===== src/rtl/hazard_ctrl_param.sv =====
// hazard_ctrl_param: forwarding selects, load-use/branch stalls, redirect gating and MUL/DIV EX hold.
// Define HAZ_PERF_CNT_EN to add saturating stall/flush performance counters.
module hazard_ctrl_param #(
  parameter int REG_ADDR_W = 5,
  parameter int MC_LAT     = 4,
  parameter int CNT_W      = 32
) (
  input  logic                  clk,
  input  logic                  rst_n,
  input  logic [REG_ADDR_W-1:0] id_rs_i,
  input  logic [REG_ADDR_W-1:0] id_rt_i,
  input  logic                  id_use_rs_i,
  input  logic                  id_use_rt_i,
  input  logic                  id_branch_i,
  input  logic                  id_redirect_i,
  input  logic                  id_mc_i,
  input  logic [REG_ADDR_W-1:0] ex_rs_i,
  input  logic [REG_ADDR_W-1:0] ex_rt_i,
  input  logic [REG_ADDR_W-1:0] ex_rd_i,
  input  logic                  ex_regwrite_i,
  input  logic                  ex_memread_i,
  input  logic [REG_ADDR_W-1:0] mem_rd_i,
  input  logic                  mem_regwrite_i,
  input  logic                  mem_memread_i,
  input  logic [REG_ADDR_W-1:0] wb_rd_i,
  input  logic                  wb_regwrite_i,
  output logic                  pc_en_o,
  output logic                  ifid_en_o,
  output logic                  ifid_flush_o,
  output logic                  idex_bubble_o,
  output logic                  ex_hold_o,
  output logic                  redirect_o,
  output logic [1:0]            fwd_a_o,
  output logic [1:0]            fwd_b_o,
  output logic [1:0]            fwd_id_a_o,
  output logic [1:0]            fwd_id_b_o,
  output logic                  mc_busy_o,
  output logic [CNT_W-1:0]      stall_cnt_o,
  output logic [CNT_W-1:0]      flush_cnt_o
);
  localparam int CW = (MC_LAT > 2) ? $clog2(MC_LAT) : 1;
  localparam logic [0:0] IDLE = 1'b0;
  localparam logic [0:0] BUSY = 1'b1;
  logic [0:0]    state_q, state_d;
  logic [CW-1:0] cnt_q, cnt_d;
  logic          busy, stall_lu, stall_br, stall, accept;

  function automatic logic [1:0] fwd_sel(input logic [REG_ADDR_W-1:0] src, input logic mem_w,
                                         input logic [REG_ADDR_W-1:0] mem_rd, input logic wb_w,
                                         input logic [REG_ADDR_W-1:0] wb_rd);
    return (mem_w && mem_rd != '0 && mem_rd == src) ? 2'b01 :
           (wb_w && wb_rd != '0 && wb_rd == src)    ? 2'b10 : 2'b00;
  endfunction

  function automatic logic id_match(input logic [REG_ADDR_W-1:0] rd, input logic [REG_ADDR_W-1:0] rs,
                                    input logic [REG_ADDR_W-1:0] rt, input logic use_rs, input logic use_rt);
    return rd != '0 && ((use_rs && rd == rs) || (use_rt && rd == rt));
  endfunction

  assign busy     = state_q == BUSY;
  assign stall_lu = ex_memread_i && id_match(ex_rd_i, id_rs_i, id_rt_i, id_use_rs_i, id_use_rt_i);
  assign stall_br = id_branch_i &&
                    ((ex_regwrite_i && id_match(ex_rd_i, id_rs_i, id_rt_i, id_use_rs_i, id_use_rt_i)) ||
                     (mem_memread_i && id_match(mem_rd_i, id_rs_i, id_rt_i, id_use_rs_i, id_use_rt_i)));
  assign stall    = stall_lu | stall_br;
  assign accept   = ~busy & ~stall & id_mc_i & (MC_LAT > 1);

  assign mc_busy_o     = rst_n & busy;
  assign ex_hold_o     = mc_busy_o;
  assign redirect_o    = rst_n & id_redirect_i & ~stall & ~busy;
  assign ifid_flush_o  = ~rst_n | redirect_o;
  assign pc_en_o       = rst_n & ~busy & ~stall;
  assign ifid_en_o     = pc_en_o;
  assign idex_bubble_o = ~rst_n | (~busy & stall);
  // ID comparator cannot take load data from MEM; such cases stall instead
  assign fwd_a_o    = rst_n ? fwd_sel(ex_rs_i, mem_regwrite_i, mem_rd_i, wb_regwrite_i, wb_rd_i) : 2'b00;
  assign fwd_b_o    = rst_n ? fwd_sel(ex_rt_i, mem_regwrite_i, mem_rd_i, wb_regwrite_i, wb_rd_i) : 2'b00;
  assign fwd_id_a_o = rst_n ? fwd_sel(id_rs_i, mem_regwrite_i & ~mem_memread_i, mem_rd_i, wb_regwrite_i, wb_rd_i) : 2'b00;
  assign fwd_id_b_o = rst_n ? fwd_sel(id_rt_i, mem_regwrite_i & ~mem_memread_i, mem_rd_i, wb_regwrite_i, wb_rd_i) : 2'b00;

  always_comb begin
    state_d = busy ? ((cnt_q == '0) ? IDLE : BUSY) : (accept ? BUSY : IDLE);
    cnt_d   = accept ? CW'(MC_LAT - 2) : (busy ? cnt_q - 1'b1 : cnt_q);
  end

  always_ff @(posedge clk) begin
    if (!rst_n) begin
      state_q <= IDLE;
      cnt_q   <= '0;
    end else begin
      state_q <= state_d;
      cnt_q   <= cnt_d;
    end
  end

`ifdef HAZ_PERF_CNT_EN
  logic [CNT_W-1:0] stall_cnt_q, flush_cnt_q;
  always_ff @(posedge clk) begin
    if (!rst_n) begin
      stall_cnt_q <= '0;
      flush_cnt_q <= '0;
    end else begin
      if ((stall | busy) && !(&stall_cnt_q)) stall_cnt_q <= stall_cnt_q + 1'b1;
      if (redirect_o && !(&flush_cnt_q)) flush_cnt_q <= flush_cnt_q + 1'b1;
    end
  end
  assign stall_cnt_o = stall_cnt_q;
  assign flush_cnt_o = flush_cnt_q;
`else
  assign stall_cnt_o = '0;
  assign flush_cnt_o = '0;
`endif
endmodule


===== config.mk =====
export PLATFORM = sky130hd
export DESIGN_NAME = hazard_ctrl_param
export DESIGN_NICKNAME = d
export VERILOG_FILES = /design/src/rtl/hazard_ctrl_param.sv
export SDC_FILE = /design/constraint.sdc
export NUM_CORES = 1
export LEC_CHECK = 0
export ABC_AREA = 1
export CORE_UTILIZATION = 35
export CTS_CLUSTER_SIZE = 25
export DETAILED_ROUTE_END_ITERATION = 10
export GPL_TIMING_DRIVEN = 0
export PLACE_DENSITY = 0.85
export SYNTH_ARGS = -nofsm -noshare
export SYNTH_HDL_FRONTEND = slang
export SYNTH_SLANG_ARGS = --single-unit
export TNS_END_PERCENT = 10

===== constraint.sdc =====
create_clock -name clk -period 2.6 [get_ports clk]
set_input_delay 0.26 -clock clk [delete_from_list [all_inputs] [get_ports clk]]
set_output_delay 0.26 -clock clk [all_outputs]
set_load 0.02 [all_outputs]

==> impl_metrics.toml <==
[global_route]
antenna_found_initial = 0
grt_max_degree = 11
grt_pass1_vias = 1480
track_usage = 0.171
busiest_layer = "met2"
grt_util_met1 = 0.207
grt-ovfl-total = 0
met3_usage = 0.0132
grtUsageMet2 = 0.316
grt_pass1_wl_mm = 6.26

[timing]
setup_viol = 0
max_clock_freq_mhz = 401
rsz0062_at_grt = "false"
hold_viol_final = 0
fin_crit_sh = 0.960
layout_min_cycle_time_ns = 2.50
slew_viol_final = 0
clock_skew_ns = 0.00320
tns_ns = 0

[drt]
route.detailed.wl_per_inst_um = 9.84
vias = 1805
finalWirelength_mm = 4.31
drt_pre_antenna_iters = 4
drc = 0
via_per_inst = 4.12
postRouteAntennaNets = 0
initialDrtViolationCount = 74

[synth]
synth_edf_count = 0
synth_seq_cells = 3
netlist_instances = 264
yosysSeqAreaShare = 0.0387
synth-main-ff-cell = "dfxtp_1"
syn_area_mm2 = 0.00155
synthArstFlopShare = 0
syn_avg_cell_area_um2 = 5.88
ys_types = 26
synth-warning-count = 0

[clocking]
cts_buffers = 3
cts_tree = "yes"
clk_path_buf_depth = 2
cts_resized = 0
cts_setup_buffers = 0
cts_num_sinks = 3
clk_pin_slew_worst_paths_ns = 0.03
hold_buffers = 0
cts.htree.levels = 1
cts-root-buf = "clkbuf_8"
clk_latency_ns = 0.21

[power_and_ir_drop]
power_mw = 0.617
p_clk_frac = 0.215
combPwrFrac = 0.693
ir_drop_uv = 115
p_int_mw = 0.356
p_leak_nw = 1.48
p_sw_mw = 0.260
p_per_area_mw_per_mm2 = 248
seqPwrFrac = 0.093
swShare = 0.422

[floorplan]
die-area_mm2 = 0.00471
core-area_mm2 = 0.00412
die_width_um = 68.6
fp.dieH_um = 68.6
row_count = 23
start_util = 0.377
pin_count = 126

[worst_setup_path]
crit_type = "in -> out"
crit_required_ns = 2.34
endpoint_kind = "primary output"
worstPathMaxFanout = 6
start_kind = "input pin"
arrival_ns = 2.24

[cells_and_area]
utilization = 0.605
nets = 437
n_fill_cell = 392
final_common_cell = "buf_4"
area_growth_pct = 60.4
drive_above_1_share = 0.227
final_cell_mix = "buf_4 (67), conb_1 (64), clkdlybuf4s50_1 (49)"
diodes = 0

[status]
outcome = "complete, no violations"

[placement]
portBuffers = 57
dp_hpwl_mm = 3.69
gp_routability_congestion = 0.919

[min_path]
hp-class = "reg -> reg"

[job]
drv_cap = 0
==> worst paths after layout <==
check	from	to	slack [ns]	depth (start not counted)
worst max-delay path	mem_rd_i[1]	fwd_id_b_o[0]	0.10	7
worst max register to register	cnt_q[0]	cnt_q[1]	1.60	5
worst min-delay path	cnt_q[0]	cnt_q[0]	0.54	3
worst min register to register	cnt_q[0]	cnt_q[0]	0.54	3
==> cell type report <==
type / count / area (um^2) / area share
buffer: 71 / 543 / 0.218
clock buffer: 4 / 45.0 / 0.0181
inverter: 33 / 128 / 0.0512
multi-input combinational: 220 / 1060 / 0.426
sequential: 3 / 60.1 / 0.0241
tap: 50 / 62.6 / 0.0251
timing repair buffer: 57 / 591 / 0.237
==> sequential cells by signal (all words and copies together) (netlist names) <==
name / cells
busy: 1
cnt_q: 2
==> stage by stage <==
stage | hold WS [ns] | cells | setup WS, ns | instance area [um^2]
global route | 0.585 | 438 | 0.0276 | 2490
detailed placement | 0.539 | 434 | 0.0175 | 2420
CTS | 0.548 | 438 | 0.00690 | 2470
global placement | 0.493 | 434 | 0.0501 | 2420
floorplan | 0.416 | 327 | 0.912 | 1790
finish | 0.543 | 438 | 0.105 | 2490
==> synth_stat cells (3+ instances only) <==
cell	number	area, um^2
o22ai_1	7	43.8
nand4_1	9	56.3
buf_4	67	503
xnor2_1	6	52.6
nor2_2	4	25.0
inv_2	4	15.0
nand3_1	11	55.1
a21oi_1	10	50.1
inv_1	28	105
nor3_1	11	55.1
nor2_1	18	67.6
xor2_1	14	123
or2_2	3	18.8
dfxtp_1	3	60.1
nand2_1	48	180
o21ai_0	9	45.0
==> critical path: stages <==
cell and delay (ns):
clkdlybuf4s50_1 0.59, inv_1 0.13, nand3_1 0.13, nand2_1 0.08
or2_4 0.25, nor3_1 0.16, clkdlybuf4s50_1 0.64
==> power by group through the flow <==
stage	sequential, mW	clock [mW]	combinational [mW]
floorplan	0.0560	0	0.293
global placement	0.0564	0	0.416
detailed placement	0.0576	0	0.420
CTS	0.0567	0.136	0.422
global route	0.0580	0.140	0.465
finish	0.0570	0.132	0.427
==> routing by layer <==
metal,up-vias,routed length [um]
li1,955,-
met1,746,1690
met2,96,2130
met3,8,400
met4,0,93
met5,-,0
==> logic make-up (layout without fill, tap and decap cells) <==
group,after synthesis,after routing,share of synthesized area
buffers and inverters,104,165,0.429
other,1,64,0.00242
adders and majority gates,1,1,0.00806
and+or+nand+nor,107,107,0.309
AOI/OAI and AO/OA,28,28,0.0999
xor gates and xnor gates,20,20,0.113
DFF,3,3,0.0387
Note: power is estimated with default switching activity, not from simulation.
==> variant 1, RTL diff (same flow settings) <==
Add a define of `HAZ_PERF_CNT_EN`.
--- a/src/rtl/hazard_ctrl_param.sv
+++ b/src/rtl/hazard_ctrl_param.sv
@@ -1,5 +1,7 @@
 // hazard_ctrl_param: forwarding selects, load-use/branch stalls, redirect gating and MUL/DIV EX hold.
 // Define HAZ_PERF_CNT_EN to add saturating stall/flush performance counters.
+`define HAZ_PERF_CNT_EN
+
 module hazard_ctrl_param #(
   parameter int REG_ADDR_W = 5,
   parameter int MC_LAT     = 4,
Function: changed (a bounded check fails within 4 cycles, from zero or initial values and one cycle with rst_n low).
==> variant 1 against the unedited design <==
- setup slack got worse by 24 ps
- register-to-register slack got worse by 1300 ps
- design area increased to 2.8 times the old value
- wire length increased to 3.7 times the old value
- sequential cell count increased by 64
- power increased to 5.2 times the old value
- hold slack got worse by 170 ps
- first-iteration DRC count increased to 5.1 times the old value
- die area increased to 3.3 times the old value
- largest power group is now the clock network
- area after synthesis increased to 3.3 times the old value
- critical path type unchanged
==> variant 1: results (changes against the unedited design) <==
### Run status
* status: complete, no violations

### Layout
* count of inserted antenna diode cells: 0, unchanged
* fraction of final layout cells with drive strength greater than 1: 9.26%, -13 points
* net count of the finished layout: 995, +130%

### Worst hold path
* Worst Hold Endpoint: busy$_SDFF_PN0_
* Hold Path Class: input port to flip-flop
* critical hold path startpoint: rst_n
* cell depth of the worst hold path: 3, unchanged

### CTS
* clock latency reported for the late side of the worst-skew pair: 340 ps, +130 ps
* number of buffers created by CTS: 9, +6
* CTS HTree Levels: 3, +2
* clock tree buffer depth: 2, unchanged
* buffer type at the clock tree root: sky130_fd_sc_hd__clkbuf_16
* clock transition time at the flip-flop clock pins of the worst setup and hold paths: 50 ps, +20 ps
* count of instances resized after the clock tree is built: 9, +9
* post-CTS setup buffer count: 1, +1

### Global routing
* combined global-route utilization of all metal layers: 20.9%, +3.8 points
* maximum number of pins on one net before global-route repair: 20, +9
* vias in the first global route: 4969, +240%
* number of antenna violations at the first check in global routing: 0, unchanged
* wire length of the first global-routing pass: 24900 µm, +300%

### Worst setup path
* endpoint of the worst register-to-register path: flush_cnt_o[9]$_SDFFE_PN0P_
* Crit Reg-Reg Startpoint: flush_cnt_o[0]$_SDFFE_PN0P_
* Crit. Startpoint: wb_rd_i[3]
* capture point of the worst path: fwd_id_a_o[1]
* data arrival time at the worst-slack endpoint: 2260 ps, +20 ps
* register-to-register setup slack: 280 ps, -1320 ps
* depth of the worst register-to-register path: 12, +7
* crit path max fanout: 6, unchanged

### Synthesis
* multiplexer fraction of the synthesized cell area: 0%, unchanged
* primary flip-flop cell chosen by synthesis mapping: sky130_fd_sc_hd__dfxtp_1
* share of synthesized cell area in full adder, half adder and majority cells: 0.723%, -0.083 points
* number of different library cells in the post-synthesis netlist: 41, +58%
* Area contributors post-synth: sky130_fd_sc_hd__dfxtp_1 (26%), sky130_fd_sc_hd__nand2_1 (17%), sky130_fd_sc_hd__xor2_1 (8.1%)
* commonest cells in the synthesized netlist: sky130_fd_sc_hd__nand2_1 (233), sky130_fd_sc_hd__nor2_1 (108), sky130_fd_sc_hd__dfxtp_1 (67)
* Post-synth ARST share: 0%, unchanged
* Compound-Gate Fraction of Synth Area: 10.5%, +0.47 points
* synthesized-area fraction occupied by xor and xnor cells: 12.5%, +1.2 points
* number of synthesis warnings: 0, unchanged
* sequential element share of the synthesized area: 25.8%, +22 points
* post-synthesis net count: 864

### STA
* # setup viols final: 0, unchanged
* post-route clock skew: 9.83 ps, +6.63 ps
* Least-Margin Pin Slew: 785 ps
* Highest Clock Rate: 397 MHz, -0.96%

### Power
* maximum resistive drop on vdd: 311 µV, +170%
* leakage power summed over all cells: 2.99 nW, +100%

### Detailed routing
* routed wirelength normalized by instance count: 14.0 µm, +42%
* average via count per standard cell: 5.12, +24%
* number of violations reported at the end of detailed-routing iteration 0: 375, +410%
* number of iterations in the first detailed-routing pass: 5, +1

### Place
* setup slack after placement: -463 ps, -481 ps
* HPWL after detailed placement: 12300 µm, +230%
* gp weighted congestion: 0.974, +6.0%
* total of buffers placed on input and output ports: 120, +110%

[variant 1: changes by cell type after synthesis, moves of 20 or more]
cell / unedited run / this run
sky130_fd_sc_hd__nand2_1: 48 / 233
sky130_fd_sc_hd__nor2_1: 18 / 108
sky130_fd_sc_hd__dfxtp_1: 3 / 67
sky130_fd_sc_hd__buf_4: 67 / 6
sky130_fd_sc_hd__inv_1: 28 / 64
sky130_fd_sc_hd__xor2_1: 14 / 48
sky130_fd_sc_hd__o21bai_1: 0 / 28
sky130_fd_sc_hd__nand3_1: 11 / 35
sky130_fd_sc_hd__a21oi_1: 10 / 32
sky130_fd_sc_hd__xnor2_1: 6 / 26
[variant 1: stage by stage]
stage | cells | TNS [ps] | instance area (µm²) | hold WS (ps) | power [W]
floorplan | 814 | 0 | 5190 | 447 | 0.00156
detailed placement | 1118 | -1060 | 6620 | 488 | 0.00184
global placement | 1118 | -1320 | 6620 | 471 | 0.00183
CTS | 1134 | 0 | 6950 | 408 | 0.00320
global route | 1134 | 0 | 6970 | 403 | 0.00332
finish | 1134 | 0 | 6970 | 374 | 0.00318
[variant 1: cells by family (layout without fill, tap and decap cells)]
family          Yosys count  in the layout
simple gates            478            478
flops                    67             67
fa+ha+maj                 3              3
buf+inv                 104            240
compound gates           88             88
xor+xnor                 74             74
[variant 1: power breakdown]
| part | switching (W) | total [W] | internal, W |
|---|---|---|---|
| combinational | 0.000380 | 0.000677 | 0.000296 |
| sequential | 0.0000736 | 0.00115 | 0.00108 |
| clock | 0.000467 | 0.00135 | 0.000886 |
| total | 0.000921 | 0.00318 | 0.00226 |
[variant 1: critical path, cell delays in order]
cell and delay [ps]:
sky130_fd_sc_hd__clkdlybuf4s50_1 540, sky130_fd_sc_hd__inv_1 140, sky130_fd_sc_hd__nand4_1 130, sky130_fd_sc_hd__o21ai_0 110, sky130_fd_sc_hd__nor4_1 190, sky130_fd_sc_hd__o2111ai_1 160, sky130_fd_sc_hd__nor2_1 120, sky130_fd_sc_hd__clkdlybuf4s50_1 610
[variant 1: area by class of cell]
| cell class | count | area [µm²] |
|---|---|---|
| multi-input cells | 643 | 3390 |
| inverters | 74 | 278 |
| flip-flops and latches | 67 | 1340 |
| well taps | 184 | 230 |
| fillers | 1420 | 7510 |
| plain buffers | 29 | 190 |
| clock inverters | 5 | 75.1 |
| clock buffers | 11 | 253 |
| repair buffers | 121 | 1210 |
[variant 1: routing by layer]
layer | GRT usage [%] | vias to the layer above | wire (µm)
met1 | 27.5 | 2663 | 7110
met2 | 34.0 | 231 | 7200
met4 | 7.45 | 0 | 314
li1 | - | 2892 | -
met5 | 0 | - | 0
met3 | 3.71 | 23 | 1200
==> variant 2, RTL diff (config.mk and constraints unchanged) <==
Without the edit above. `CNT_W`: 32 -> 24.
--- a/src/rtl/hazard_ctrl_param.sv
+++ b/src/rtl/hazard_ctrl_param.sv
@@ -3,7 +3,7 @@
 module hazard_ctrl_param #(
   parameter int REG_ADDR_W = 5,
   parameter int MC_LAT     = 4,
-  parameter int CNT_W      = 32
+  parameter int CNT_W      = 24
 ) (
   input  logic                  clk,
   input  logic                  rst_n,
Ports: changed (resized flush_cnt_o and stall_cnt_o); port bits go from 126 to 110. No check against the original RTL was run, so the function may have changed too.
==> variant 2 against the unedited design <==
- clock skew shrank 2.1 ps
- utilization about the same
- wire length fell by 8.5%
- design area down 7.6%
- area after synthesis fell by 7.7%
- power shrank 6.7%
- highest routed layer unchanged
- sequential cell count did not move
- global-route usage grew 0.25 points
- fmax increased by 0.18%
- critical path depth did not move
- setup slack improved by 4.4 ps
- die area down 7.5%
- count of clock-buffer cells in the layout is the same
==> variant 2: results (changes against the unedited design) <==
### Synthesis
* synthesized-area fraction occupied by xor and xnor cells: 12.2%, +0.95 points
* Compound-Gate Fraction of Synth Area: 10.8%, +0.84 points
* sequential element share of the synthesized area: 4.19%, +0.32 points
* number of synthesis warnings: 0, unchanged
* Synth Instances: 248, -6.1%
* Post-synth ARST share: 0%, unchanged
* cell type with the highest aggregate area in the netlist: sky130_fd_sc_hd__buf_4
* Area contributors post-synth: sky130_fd_sc_hd__buf_4 (27%), sky130_fd_sc_hd__nand2_1 (13%), sky130_fd_sc_hd__xor2_1 (8.6%)
* number of different library cells in the post-synthesis netlist: 26, unchanged
* primary flip-flop cell chosen by synthesis mapping: sky130_fd_sc_hd__dfxtp_1
* commonest cells in the synthesized netlist: sky130_fd_sc_hd__buf_4 (51), sky130_fd_sc_hd__nand2_1 (48), sky130_fd_sc_hd__inv_1 (28)
* share of synthesized cell area in full adder, half adder and majority cells: 0.873%, +0.068 points

### Global routing
* combined global-route utilization of all metal layers: 17.3%, +0.25 points
* GR met2 Demand/Resource: 31.4%, -0.24 points
* met1 capacity usage during global routing: 20.7%, -0.027 points
* vias in the first global route: 1436, -3.0%
* met3 capacity usage during global routing: 1.55%, +0.24 points
* wire length of the first global-routing pass: 6030 µm, -3.6%

### Detailed routing
* WL met3: 321 µm, -20%
* top layer reached by signal wires: met4
* drt total wl: 3950 µm, -8.5%
* Vias: 1720, -4.7%
* number of violations reported at the end of detailed-routing iteration 0: 93, +26%
* length of routed met2 wiring: 1970 µm, -7.6%
* routed wirelength normalized by instance count: 9.76 µm, -0.79%
* number of iterations in the first detailed-routing pass: 4, unchanged
* detailed-route wire length on metal 1: 1600 µm, -5.4%

### Power
* power drawn by the clock network: 0.000134 W
* leakage power summed over all cells: 1.30 nW, -12%
* power consumed by combinational cells: 0.000385 W, -9.8%
* reported net switching power: 0.000235 W, -9.9%
* maximum resistive drop on vdd: 134 µV, +17%

### Place
* # placed instances: 400, -7.8%
* HPWL after detailed placement: 3400 µm, -7.9%
* total of buffers placed on input and output ports: 57, unchanged
* gp weighted congestion: 0.939, +2.1%
* setup slack after placement: 38.6 ps, +21.1 ps

### STA
* post-route clock skew: 1.13 ps, -2.06 ps
* Sum Neg Setup Slack: 0 ps, unchanged

### Layout
* net count of the finished layout: 405, -7.3%
* Signal buffers: 112, -13%
* sequential share of cell area: 2.61%, +0.20 points
* fraction of cell area in non-clock buffers: 43.7%, -1.8 points
* footprint of the multi-input gates: 1000 µm², -5.7%
* largest register by flop count: cnt_q
* total number of multi-input combinational cells: 204, -7.3%
* fraction of final layout cells with drive strength greater than 1: 20.2%, -2.5 points
* fill count: 360, -8.2%
* clock tree cell share of total cell area: 1.96%, +0.15 points

### CTS
* clock transition time at the flip-flop clock pins of the worst setup and hold paths: 30 ps, about the same
* buffer type at the clock tree root: sky130_fd_sc_hd__clkbuf_8
* post-CTS setup buffer count: 0, unchanged
* count of instances resized after the clock tree is built: 0, unchanged

### Run status
* status: complete, no violations

### Worst setup path
* crit path max fanout: 6, unchanged

### Worst hold path
* Hold Path Class: flip-flop to flip-flop

-- variant 2: changes by cell type after synthesis, sizes merged --
cell	unedited run	this run
buf	69	53
-- variant 2: per-stage QoR --
stage	cell area (µm²)	total power [W]	hold WS (ps)
detailed placement	2240	0.000438	511
global route	2300	0.000618	542
global placement	2240	0.000433	494
CTS	2280	0.000575	516
floorplan	1610	0.000310	416
finish	2300	0.000575	513
-- variant 2: worst paths after layout --
kind | startpoint | endpoint | slack (ps) | depth (start not counted)
worst max-delay path | mem_rd_i[1] | fwd_id_b_o[0] | 110 | 7
worst min-delay path | cnt_q[0]$_SDFFE_PP0P_ | cnt_q[0]$_SDFFE_PP0P_ | 510 | 3
worst max register to register | cnt_q[0]$_SDFFE_PP0P_ | busy$_SDFF_PN0_ | 1650 | 4
worst min register to register | cnt_q[0]$_SDFFE_PP0P_ | cnt_q[0]$_SDFFE_PP0P_ | 510 | 3
-- variant 2: critical path: cells and delay by family --
kind	cells	cell delay [ps]
and+or+nand+nor	4	610
buffers and inverters	3	1360
